### config.mk
export PLATFORM = sky130hd
export DESIGN_NAME = param_loader
export DESIGN_NICKNAME = d
export VERILOG_FILES = /design/src/rtl/dsp_pkg.sv /design/src/rtl/word_assembler.sv /design/src/rtl/param_loader.sv
export SDC_FILE = /design/constraint.sdc
export NUM_CORES = 1
export LEC_CHECK = 0
export ABC_CLOCK_PERIOD_IN_PS = 5400
export CORE_MARGIN = 3
export CORE_UTILIZATION = 35
export CTS_CLUSTER_DIAMETER = 80
export DETAILED_ROUTE_END_ITERATION = 6
export GPL_ROUTABILITY_DRIVEN = 0
export GPL_TIMING_DRIVEN = 0
export PLACE_DENSITY = 0.66
export SLEW_MARGIN = 20
export SYNTH_ARGS = -nofsm -noshare
export SYNTH_HDL_FRONTEND = slang
export SYNTH_SLANG_ARGS = --single-unit
### constraint.sdc
create_clock -name clk -period 5.4 [get_ports clk]
set_clock_uncertainty 0.15 [all_clocks]
set_input_delay 1.08 -clock clk [delete_from_list [all_inputs] [get_ports clk]]
set_output_delay 1.08 -clock clk [all_outputs]
set_load 0.005 [all_outputs]
### src/rtl/dsp_pkg.sv
// Shared DSP definitions: loader FSM states, default command byte, bytes-per-word helper.
package dsp_pkg;

    // Command byte that opens a parameter write packet.
    localparam logic [7:0] CMD_WRITE_DEFAULT = 8'hA5;

    typedef enum logic [2:0] {
        IDLE,
        ADDR_HI,
        ADDR_LO,
        CNT_HI,
        CNT_LO,
        DATA
    } loader_state_t;

    // Number of stream bytes carrying one parameter word: ceil(width / 8).
    function automatic int unsigned bpw(input int unsigned width);
        return (width + 7) / 8;
    endfunction

endpackage

### src/rtl/word_assembler.sv
// Big-endian byte-to-word assembler for the parameter loader.
// Only the low WIDTH bits of the BPW-byte word are kept; the bits shifted out
// of the top are exactly the ones the packet format says to ignore.
module word_assembler
    import dsp_pkg::*;
#(
    parameter int unsigned WIDTH = 36
) (
    input  logic             clk,
    input  logic             reset,
    input  logic             clear,
    input  logic             shift_en,
    input  logic [7:0]       data,
    output logic [WIDTH-1:0] word,
    output logic             word_done
);

    localparam int unsigned BYTES = bpw(WIDTH);
    localparam int unsigned IDX_W = (BYTES > 1) ? $clog2(BYTES) : 1;

    logic [WIDTH-1:0] shreg;
    logic [IDX_W-1:0] byte_idx;

    // Word including the byte presented this cycle, so the top level can issue
    // the write on the same edge that accepts the final byte.
    assign word      = WIDTH'({shreg, data});
    assign word_done = shift_en && (byte_idx == IDX_W'(BYTES - 1));

    // Shift register and byte counter; clear discards any partial word.
    always_ff @(posedge clk) begin
        if (reset || clear) begin
            shreg    <= '0;
            byte_idx <= '0;
        end else if (shift_en) begin
            shreg    <= word;
            byte_idx <= word_done ? '0 : byte_idx + IDX_W'(1);
        end
    end

endmodule

### src/rtl/param_loader.sv
// Host-side writer for the DSP parameter memory: parses write packets from a
// byte stream and issues one param_mem write per assembled word.
module param_loader
    import dsp_pkg::*;
#(
    parameter int unsigned PARAM_WIDTH      = 36,
    parameter int unsigned PARAM_ADDR_WIDTH = 10,
    parameter int unsigned TIMEOUT_CYCLES   = 65535,
    parameter logic [7:0]  CMD_WRITE        = CMD_WRITE_DEFAULT
) (
    input  logic                        clk,
    input  logic                        reset,
    input  logic                        in_valid,
    output logic                        in_ready,
    input  logic [7:0]                  in_data,
    output logic                        param_wr_en,
    output logic [PARAM_ADDR_WIDTH-1:0] param_wr_addr,
    output logic [PARAM_WIDTH-1:0]      param_wr_data,
    output logic                        busy,
    output logic                        done,
    output logic                        err_cmd,
    output logic                        err_timeout
);

    localparam int unsigned TO_W = $clog2(TIMEOUT_CYCLES + 1);

    if (PARAM_WIDTH == 0 || PARAM_WIDTH > 40) begin : g_width_check
        $error("param_loader: PARAM_WIDTH must be in 1..40");
    end

    loader_state_t               state;
    logic [7:0]                  addr_hi_byte;
    logic [7:0]                  cnt_hi_byte;
    logic [PARAM_ADDR_WIDTH-1:0] addr;
    logic [15:0]                 words_left;
    logic [TO_W-1:0]             idle_cnt;

    logic                        accept;
    logic                        timeout_hit;
    logic                        asm_clear;
    logic                        asm_shift;
    logic [PARAM_WIDTH-1:0]      asm_word;
    logic                        asm_done;
    logic [15:0]                 count_full;

    // The loader never stalls the host; ready only drops while in reset.
    assign in_ready    = !reset;
    assign accept      = in_valid && in_ready;
    assign busy        = (state != IDLE);
    assign timeout_hit = (state != IDLE) && (idle_cnt == TO_W'(TIMEOUT_CYCLES));
    assign count_full  = {cnt_hi_byte, in_data};

    // A byte arriving in the timeout cycle is ignored, so it must not shift in.
    assign asm_clear = (state != DATA);
    assign asm_shift = accept && (state == DATA) && !timeout_hit;

    word_assembler #(
        .WIDTH (PARAM_WIDTH)
    ) u_word_assembler (
        .clk       (clk),
        .reset     (reset),
        .clear     (asm_clear),
        .shift_en  (asm_shift),
        .data      (in_data),
        .word      (asm_word),
        .word_done (asm_done)
    );

    // Packet FSM with address/count tracking, idle timeout and registered outputs.
    always_ff @(posedge clk) begin
        if (reset) begin
            state         <= IDLE;
            addr_hi_byte  <= '0;
            cnt_hi_byte   <= '0;
            addr          <= '0;
            words_left    <= '0;
            idle_cnt      <= '0;
            param_wr_en   <= 1'b0;
            param_wr_addr <= '0;
            param_wr_data <= '0;
            done          <= 1'b0;
            err_cmd       <= 1'b0;
            err_timeout   <= 1'b0;
        end else begin
            param_wr_en <= 1'b0;
            done        <= 1'b0;
            err_cmd     <= 1'b0;
            err_timeout <= 1'b0;

            if (state == IDLE || accept) begin
                idle_cnt <= '0;
            end else begin
                idle_cnt <= idle_cnt + TO_W'(1);
            end

            if (timeout_hit) begin
                // Completed writes stand; the partial word is dropped by asm_clear.
                state       <= IDLE;
                idle_cnt    <= '0;
                err_timeout <= 1'b1;
            end else if (accept) begin
                unique case (state)
                    IDLE: begin
                        if (in_data == CMD_WRITE) begin
                            state <= ADDR_HI;
                        end else begin
                            err_cmd <= 1'b1;
                        end
                    end
                    ADDR_HI: begin
                        addr_hi_byte <= in_data;
                        state        <= ADDR_LO;
                    end
                    ADDR_LO: begin
                        addr  <= PARAM_ADDR_WIDTH'({addr_hi_byte, in_data});
                        state <= CNT_HI;
                    end
                    CNT_HI: begin
                        cnt_hi_byte <= in_data;
                        state       <= CNT_LO;
                    end
                    CNT_LO: begin
                        words_left <= count_full;
                        if (count_full == 16'd0) begin
                            state <= IDLE;
                            done  <= 1'b1;
                        end else begin
                            state <= DATA;
                        end
                    end
                    DATA: begin
                        if (asm_done) begin
                            param_wr_en   <= 1'b1;
                            param_wr_addr <= addr;
                            param_wr_data <= asm_word;
                            addr          <= addr + PARAM_ADDR_WIDTH'(1);
                            words_left    <= words_left - 16'd1;
                            if (words_left == 16'd1) begin
                                state <= IDLE;
                                done  <= 1'b1;
                            end
                        end
                    end
                    default: state <= IDLE;
                endcase
            end
        end
    end

endmodule

Word level (Yosys, flattened, before mapping)

Index checks and enable logic that the tools add are counted.

Bits in registers: 136
Output and inout bits: 52

Equal/unequal tests: 13
Mux-type cells: 17
$add $sub $neg: 4
Reductions and logical operators: 25
Bitwise logic cells: 4

Operator list:

| kind                                               | count |
|---|---|
| one-hot mux 16 bit (2 select lines)                | 1 |
| one-hot mux 10 bit (2 select lines)                | 1 |
| one-hot mux 3 bit (6 select lines)                 | 1 |
| adder 16 x 1 -> 16 bit, second input constant      | 1 |
| == test 16 x 1 -> 1 bit, second input constant     | 1 |
| == test 16 bit, second input constant              | 1 |
| logical NOT 16 bit                                 | 1 |
| two-way mux 16 bit                                 | 1 |
| AND reduction 4 bit                                | 4 |
| subtractor 16 x 1 -> 16 bit, second input constant | 1 |
| two-way mux 3 bit                                  | 5 |
| adder 10 x 1 -> 10 bit, second input constant      | 1 |
| two-way mux 10 bit                                 | 1 |
| == test 3 bit, second input constant               | 3 |
| == test 8 bit, second input constant               | 1 |
| OR reduction 4 bit                                 | 2 |
| == test 3 x 2 -> 1 bit, second input constant      | 2 |
| two-way mux 1 bit                                  | 6 |
| != test 2 x 1 -> 1 bit, second input constant      | 3 |
| AND reduction 3 bit                                | 2 |
| OR reduction 3 bit                                 | 2 |
| logical AND 1 bit                                  | 5 |
| inverter 1 bit                                     | 4 |
| nonzero test 2 bit                                 | 2 |
| 9 further kinds                                    | 11 |

Depth between registers and ports, before layout

Gate-level depths: netlist of the first run.

Depth after elaboration: 7
Mapped depth: 10

Modules after synthesis

A second synthesis of the first run with hierarchy kept.

Cells, all modules: 688
Area total of the unflattened synthesis: 5846.9 sq um

By module, submodules not included:

| module         | cells each | area an instance (sq um) | instances |
|---|---|---|---|
| param_loader   | 572        | 4601.9                   | 1 |
| word_assembler | 116        | 1244.9                   | 1 |

Least setup slack after synthesis of the first run

No wires, ideal clock.

Path type: input to output
Start point: input port reset
End point: output port in_ready
Path slack: 2.602 ns
Buffers on the path: 2
Data arrival time: 1.568 ns
Cell stages on the path: 3
Path through: buf_6 inv_1 clkbuf_1

Cells in the longest elaborated chain, start to end: 1

RTL lines:

| item              | RTL line           | source |
|---|---|---|
| from (decl)       | param_loader.sv:12 | `input logic reset,` |
| logical NOT 1 bit | param_loader.sv:47 | `assign in_ready = !reset;` |
| to (decl)         | param_loader.sv:14 | `output logic in_ready,` |

No other way between the ends.

Worst setup path after layout of the first run

Ends and elaborated chain as after synthesis.

==> flow_summary.ini, run 1 <==
[floorplan]
die_h_um = 136
die_w_um = 136
rows = 47
start_util = 0.359
fp.dieArea_um2 = 18600
pin_count = 63
core_area_um2 = 16600

[route]
first_pass_iters = 7
drtAntennaViolNets = 0
drt_iter0_drc = 440
finalWirelength_mm = 15.5
viasPerCell = 5.07
wl_per_cell_um = 15.0
vias = 5236
drc_errors = 0

[place]
dp_slack_ps = 1200
dp_hpwl_mm = 11.0
port_buffers = 61

[logic_synthesis]
ys_types = 63
synth_ff_type = dfxtp_1
synth_common_cells = 177 x nand2_1, 136 x dfxtp_1, 60 x a21oi_1, 57 x o21ai_0, 56 x nor2_1
synth_top_cell_area_share = 0.458
ys_async_sr_fraction = 0
yosysWarningCount = 0
synth_edf_count = 0
yosysTopAreaCell = dfxtp_1
synth_cells = 719
netlist_top_cells_area = dfxtp_1 46%, nand2_1 11%, a21oi_1 5.0%
synth.most_common_cell = nand2_1
ys_ff_latch = 136
seq_area_frac_synth = 0.458
synth_area_um2 = 5950
synth_area_per_cell_um2 = 8.28
synth_fp_nets = 736

[sta]
period_share = 0.787
relSlewSlack = 0.368
report.final.slew_viol_count = 0
rsz0062_at_grt = no
hold_violations = 0
fmax_mhz = 235
worstMarginPinSlew_ps = 942
setup_viol_count_final = 0
fin_ws_ps = 1150
min_period_ps = 4250
fin_tns_setup_ps = 0

[clock_network]
h-tree-depth = 4
numCtsBuffers = 17
cts_hold_buf = 0
cts.path.max_buffers = 2
path_clk_slew_ps = 50
clkSinkCount = 136
postCtsSetupRepairBufs = 0
cts_tree = done
post_cts_resized = 0
clk_latency_ps = 420
clock-root-buffer = clkbuf_16

[hold_path]
min_path_type = register to register

[critical_path]
crit_fanout = 10
worst_setup_path_start_kind = input pin
setup.worst_path.end_class = output port
path_cells = clkdlybuf4s50_1, buf_6, inv_1, clkbuf_1, clkdlybuf4s50_1
required_ps = 4170
critPathArrivalTime_ps = 3020
cpPeakStageDelay_ps = 610
crit_top_cell = clkdlybuf4s50_1
cp_slowest_cell = clkdlybuf4s50_1
crit_type = input pin to output port

[layout]
nets = 816
antenna_cells = 0
area_growth_pct = 24.5
fill_cells = 1707
drive_gt1_frac = 0.0874

[grt]
grtUsageTotal = 0.171
grt_pass1_vias = 4876
overflow = 0
grt_pass1_wl_mm = 25.1
grt_start_max_net_pins = 17
antenna_found_initial = 0

[flow_run]
maxCapViolations = 0

[pwr]
p_leak_nw = 2.46
p_per_area_nw_per_um2 = 296
ir_drop_v = 0.000210
power.total_mw = 2.20

[status]
status = completed
==> cells by family after synthesis <==
logic type	after synthesis	share of synthesized area
muxes	11	0.0185
AOI/OAI and AO/OA	176	0.186
xor gates and xnor gates	14	0.0206
and+or+nand+nor	309	0.234
DFF	136	0.458
adders and majority gates	6	0.0126
buffers and inverters	67	0.0715
==> area by class of cell <==
type                    instances  area (um^2)  share of cell area
repair buffers                 61          611              0.0824
multi-input cells             516         2800               0.378
inverters                      16         60.1             0.00811
well taps                     220          275              0.0371
plain buffers                  51          365              0.0493
clock inverters                11          123              0.0165
flip-flops and latches        136         2720               0.367
clock buffers                  21          450              0.0608
==> flip-flops by register name, summed over array words and instances, names as in the netlist <==
register	count
param_wr_data	36
u_word_assembler.shreg	28
idle_cnt	16
words_left	16
addr	10
param_wr_addr	10
cnt_hi_byte	8
state	3
u_word_assembler.byte_idx	3
addr_hi_byte	2
done	1
err_cmd	1
err_timeout	1
param_wr_en	1
==> power breakdown <==
group / internal [mW] / switching [mW] / total (mW) / leakage (nW)
clock: 0.691 / 0.437 / 1.13 / 0.269
sequential: 1.01 / 0.00172 / 1.01 / 1.10
combinational: 0.0211 / 0.0395 / 0.0606 / 1.09
total: 1.72 / 0.478 / 2.20 / 2.46
==> cells in the final DEF, fill, tap and decap left out, drive strengths merged, types with 5 or more instances in the layout <==
master | Yosys | layout
mux2i | 11 | 11
clkdlybuf4s50 | 0 | 61
clkbuf | 29 | 50
xnor2 | 5 | 5
a21oi | 68 | 68
xor2 | 9 | 9
a32o | 6 | 6
nor4 | 9 | 9
nand3 | 16 | 16
o21ai | 59 | 59
dfxtp | 136 | 136
inv | 16 | 17
and3 | 5 | 5
nand4 | 6 | 6
ha | 6 | 6
nand2b | 5 | 5
buf | 19 | 19
nor3 | 14 | 14
nand2 | 177 | 177
nor2 | 57 | 57
o311ai | 8 | 8
==> worst max-delay path: cells and delay by family <==
| family | cells | cell delay [ps] |
|---|---|---|
| buffers and inverters | 5 | 1940 |
==> metrics by stage <==
stage | instance area (um^2) | hold WS [ps] | instances | util
after global placement | 6840 | 280 | 1000 | 0.412
after global routing | 7410 | 322 | 1032 | 0.447
after CTS | 7410 | 304 | 1032 | 0.447
final | 7410 | 295 | 1032 | 0.447
after floorplan | 5950 | 267 | 719 | -
after detailed placement | 6840 | 291 | 1000 | 0.412
==> per-layer routing <==
metal,vias up,track usage,share of wire
met3,24,0.0396,0.047
li1,2649,-,-
met5,-,0,0
met2,152,0.256,0.44
met1,2411,0.238,0.49
met4,0,0.0633,0.019
==> path summary, 6_finish.rpt <==
| kind | endpoint | startpoint | slack [ps] | cells past startpoint |
|---|---|---|---|---|
| setup / recovery | in_ready | reset | 1150 | 5 |
| hold / removal | idle_cnt[0]$_SDFF_PP0_ | idle_cnt[0]$_SDFF_PP0_ | 300 | 1 |
| setup reg to reg | words_left[14]$_SDFFE_PP0P_ | words_left[0]$_SDFFE_PP0P_ | 2790 | 8 |
| hold reg to reg | idle_cnt[0]$_SDFF_PP0_ | idle_cnt[0]$_SDFF_PP0_ | 300 | 1 |
(Power assumes the default switching activity.)
==> run 2, diff against run 1 <==
--- a/config.mk
+++ b/config.mk
@@ -5,14 +5,14 @@
 export SDC_FILE = /design/constraint.sdc
 export NUM_CORES = 1
 export LEC_CHECK = 0
-export ABC_CLOCK_PERIOD_IN_PS = 5400
+export ABC_CLOCK_PERIOD_IN_PS = 3600
 export CORE_MARGIN = 3
 export CORE_UTILIZATION = 35
 export CTS_CLUSTER_DIAMETER = 80
 export DETAILED_ROUTE_END_ITERATION = 6
 export GPL_ROUTABILITY_DRIVEN = 0
 export GPL_TIMING_DRIVEN = 0
-export PLACE_DENSITY = 0.66
+export PLACE_DENSITY = 0.68
 export SLEW_MARGIN = 20
 export SYNTH_ARGS = -nofsm -noshare
 export SYNTH_HDL_FRONTEND = slang
==> constraint.sdc (replaced) <==
create_clock -name clk -period 3.6 [get_ports clk]
set_clock_uncertainty 0.15 [all_clocks]
set_input_delay 0.72 -clock clk [delete_from_list [all_inputs] [get_ports clk]]
set_output_delay 0.72 -clock clk [all_outputs]
set_load 0.005 [all_outputs]
==> flow_summary.ini, run 2 (synthesized netlist as in run 1, its figures left out) <==
[pwr]
p_leak_nw = 2.47
ir_drop_v = 0.000317
p_per_area_nw_per_um2 = 456

[hold_path]
min_path_type = register to register
whs_path_depth = 1
min_from = idle_cnt[0]$_SDFF_PP0_

[layout]
antenna_cells = 0
area_growth_pct = 25.0
largest_register_ff_count = 36
reg_top3 = param_wr_data x36, u_word_assembler.shreg x28
drive_gt1_frac = 0.0877
nets = 815
fill_cells = 1672
final_common_cell = nand2_1
finalNonFillerCells = 1030
largest_register = param_wr_data
final_cell_mix = 177 x nand2_1, 136 x dfxtp_1, 61 x clkdlybuf4s50_1

[clock_network]
cts_tree = done
h-tree-depth = 4
cts.path.max_buffers = 2
clkSinkCount = 136
numCtsBuffers = 17
postCtsSetupRepairBufs = 0
clk_latency_ps = 420
path_clk_slew_ps = 60
clock-root-buffer = clkbuf_16

[floorplan]
start_util = 0.359
die_w_um = 136
fp.dieArea_um2 = 18600
core_area_um2 = 16600
pin_count = 63
rows = 47
die_h_um = 136

[critical_path]
critPathArrivalTime_ps = 2430
rr_worst_depth = 8
path_cells = clkdlybuf4s50_1, buf_6, inv_1, clkdlybuf4s50_1
required_ps = 2730
cpPeakStageDelay_ps = 610
worst_setup_path_start_kind = input pin
crit_fanout = 16
setup.worst_path.end_class = output port
crit_top_cell = clkdlybuf4s50_1
crit_type = input pin to output port
cp_slowest_cell = clkdlybuf4s50_1
crit_path_start = reset
timing.rr.start = words_left[0]$_SDFFE_PP0P_

[route]
drtAntennaViolNets = 0
drc_errors = 0
wl_per_cell_um = 15.1
finalWirelength_mm = 15.5
viasPerCell = 5.12
drt_iter0_drc = 469
vias = 5276
first_pass_iters = 5

[sta]
fin_tns_setup_ps = 0
timing.hold.ws_ps = 297
hold_violations = 0
fmax_mhz = 303
report.final.slew_viol_count = 0
worstMarginPinSlew_ps = 848
setup_viol_count_final = 0
relSlewSlack = 0.431
period_share = 0.916
rsz0062_at_grt = no
min_period_ps = 3300

[grt]
grt_pass1_vias = 4894
grt_pass1_wl_mm = 25.2
grtUsageTotal = 0.172
overflow = 0
antenna_found_initial = 0
grt_start_max_net_pins = 17

[flow_run]
maxCapViolations = 0

[place]
port_buffers = 61
placedCellCount = 1000
dp_hpwl_mm = 10.9

[status]
status = completed
## run 2: routing by layer
metal	track usage	up-vias	share of wire
li1	-	2649	-
met1	0.229	2452	0.47
met2	0.263	144	0.44
met3	0.0411	31	0.060
met4	0.0773	0	0.028
met5	0	-	0
## run 2: repair_timing
item                                    in CTS  in global routing
endpoints found under the setup margin       0                  1
hold buffers                                 0                  0
hold endpoints to repair                     0                  0
resized for setup                            0                  0
## run 2: cell type report
type	count	area, um^2	area share
clock buffers	21	460	0.0619
flip-flops and latches	136	2720	0.366
inverters	16	60.1	0.00808
clock inverters	10	144	0.0193
repair buffers	61	611	0.0821
multi-input cells	516	2800	0.377
well taps	220	275	0.0370
plain buffers	50	362	0.0486
## run 2: path summary, 6_finish.rpt
path / slack (ps) / to
hold reg to reg: 300 / idle_cnt[0]$_SDFF_PP0_
setup reg to reg: 1000 / words_left[14]$_SDFFE_PP0P_
setup / recovery: 300 / in_ready
hold / removal: 300 / idle_cnt[0]$_SDFF_PP0_
## run 2: where the power goes
group          internal [mW]  switching (mW)
clock network           1.13           0.662
registers               1.51         0.00257
logic                 0.0314          0.0596
total                   2.67           0.724
## run 2: critical path: cells and delay by family
family   cells  cell delay [ps]
buf+inv      4             1700
## run 2: through the flow
step,util,worst slack (ps),power (mW),area [um^2]
2_1_floorplan,-,1330,1.59,5950
4_1_cts,0.449,83.5,3.42,7440
5_1_grt,0.448,200,3.49,7440
3_5_place_dp,0.412,99.0,1.63,6840
6_report,0.448,304,3.39,7440
3_3_place_gp,0.412,70.3,1.63,6840
==> run 3, diff against run 2 <==
--- a/config.mk
+++ b/config.mk
@@ -6,12 +6,14 @@
 export NUM_CORES = 1
 export LEC_CHECK = 0
 export ABC_CLOCK_PERIOD_IN_PS = 3600
+export CAP_MARGIN = 20
 export CORE_MARGIN = 3
 export CORE_UTILIZATION = 35
 export CTS_CLUSTER_DIAMETER = 80
 export DETAILED_ROUTE_END_ITERATION = 6
 export GPL_ROUTABILITY_DRIVEN = 0
 export GPL_TIMING_DRIVEN = 0
+export HOLD_SLACK_MARGIN = 0.08
 export PLACE_DENSITY = 0.68
 export SLEW_MARGIN = 20
 export SYNTH_ARGS = -nofsm -noshare
==> results of run 3 <==
Final layout, timing and power as in run 2 (identical DEF).
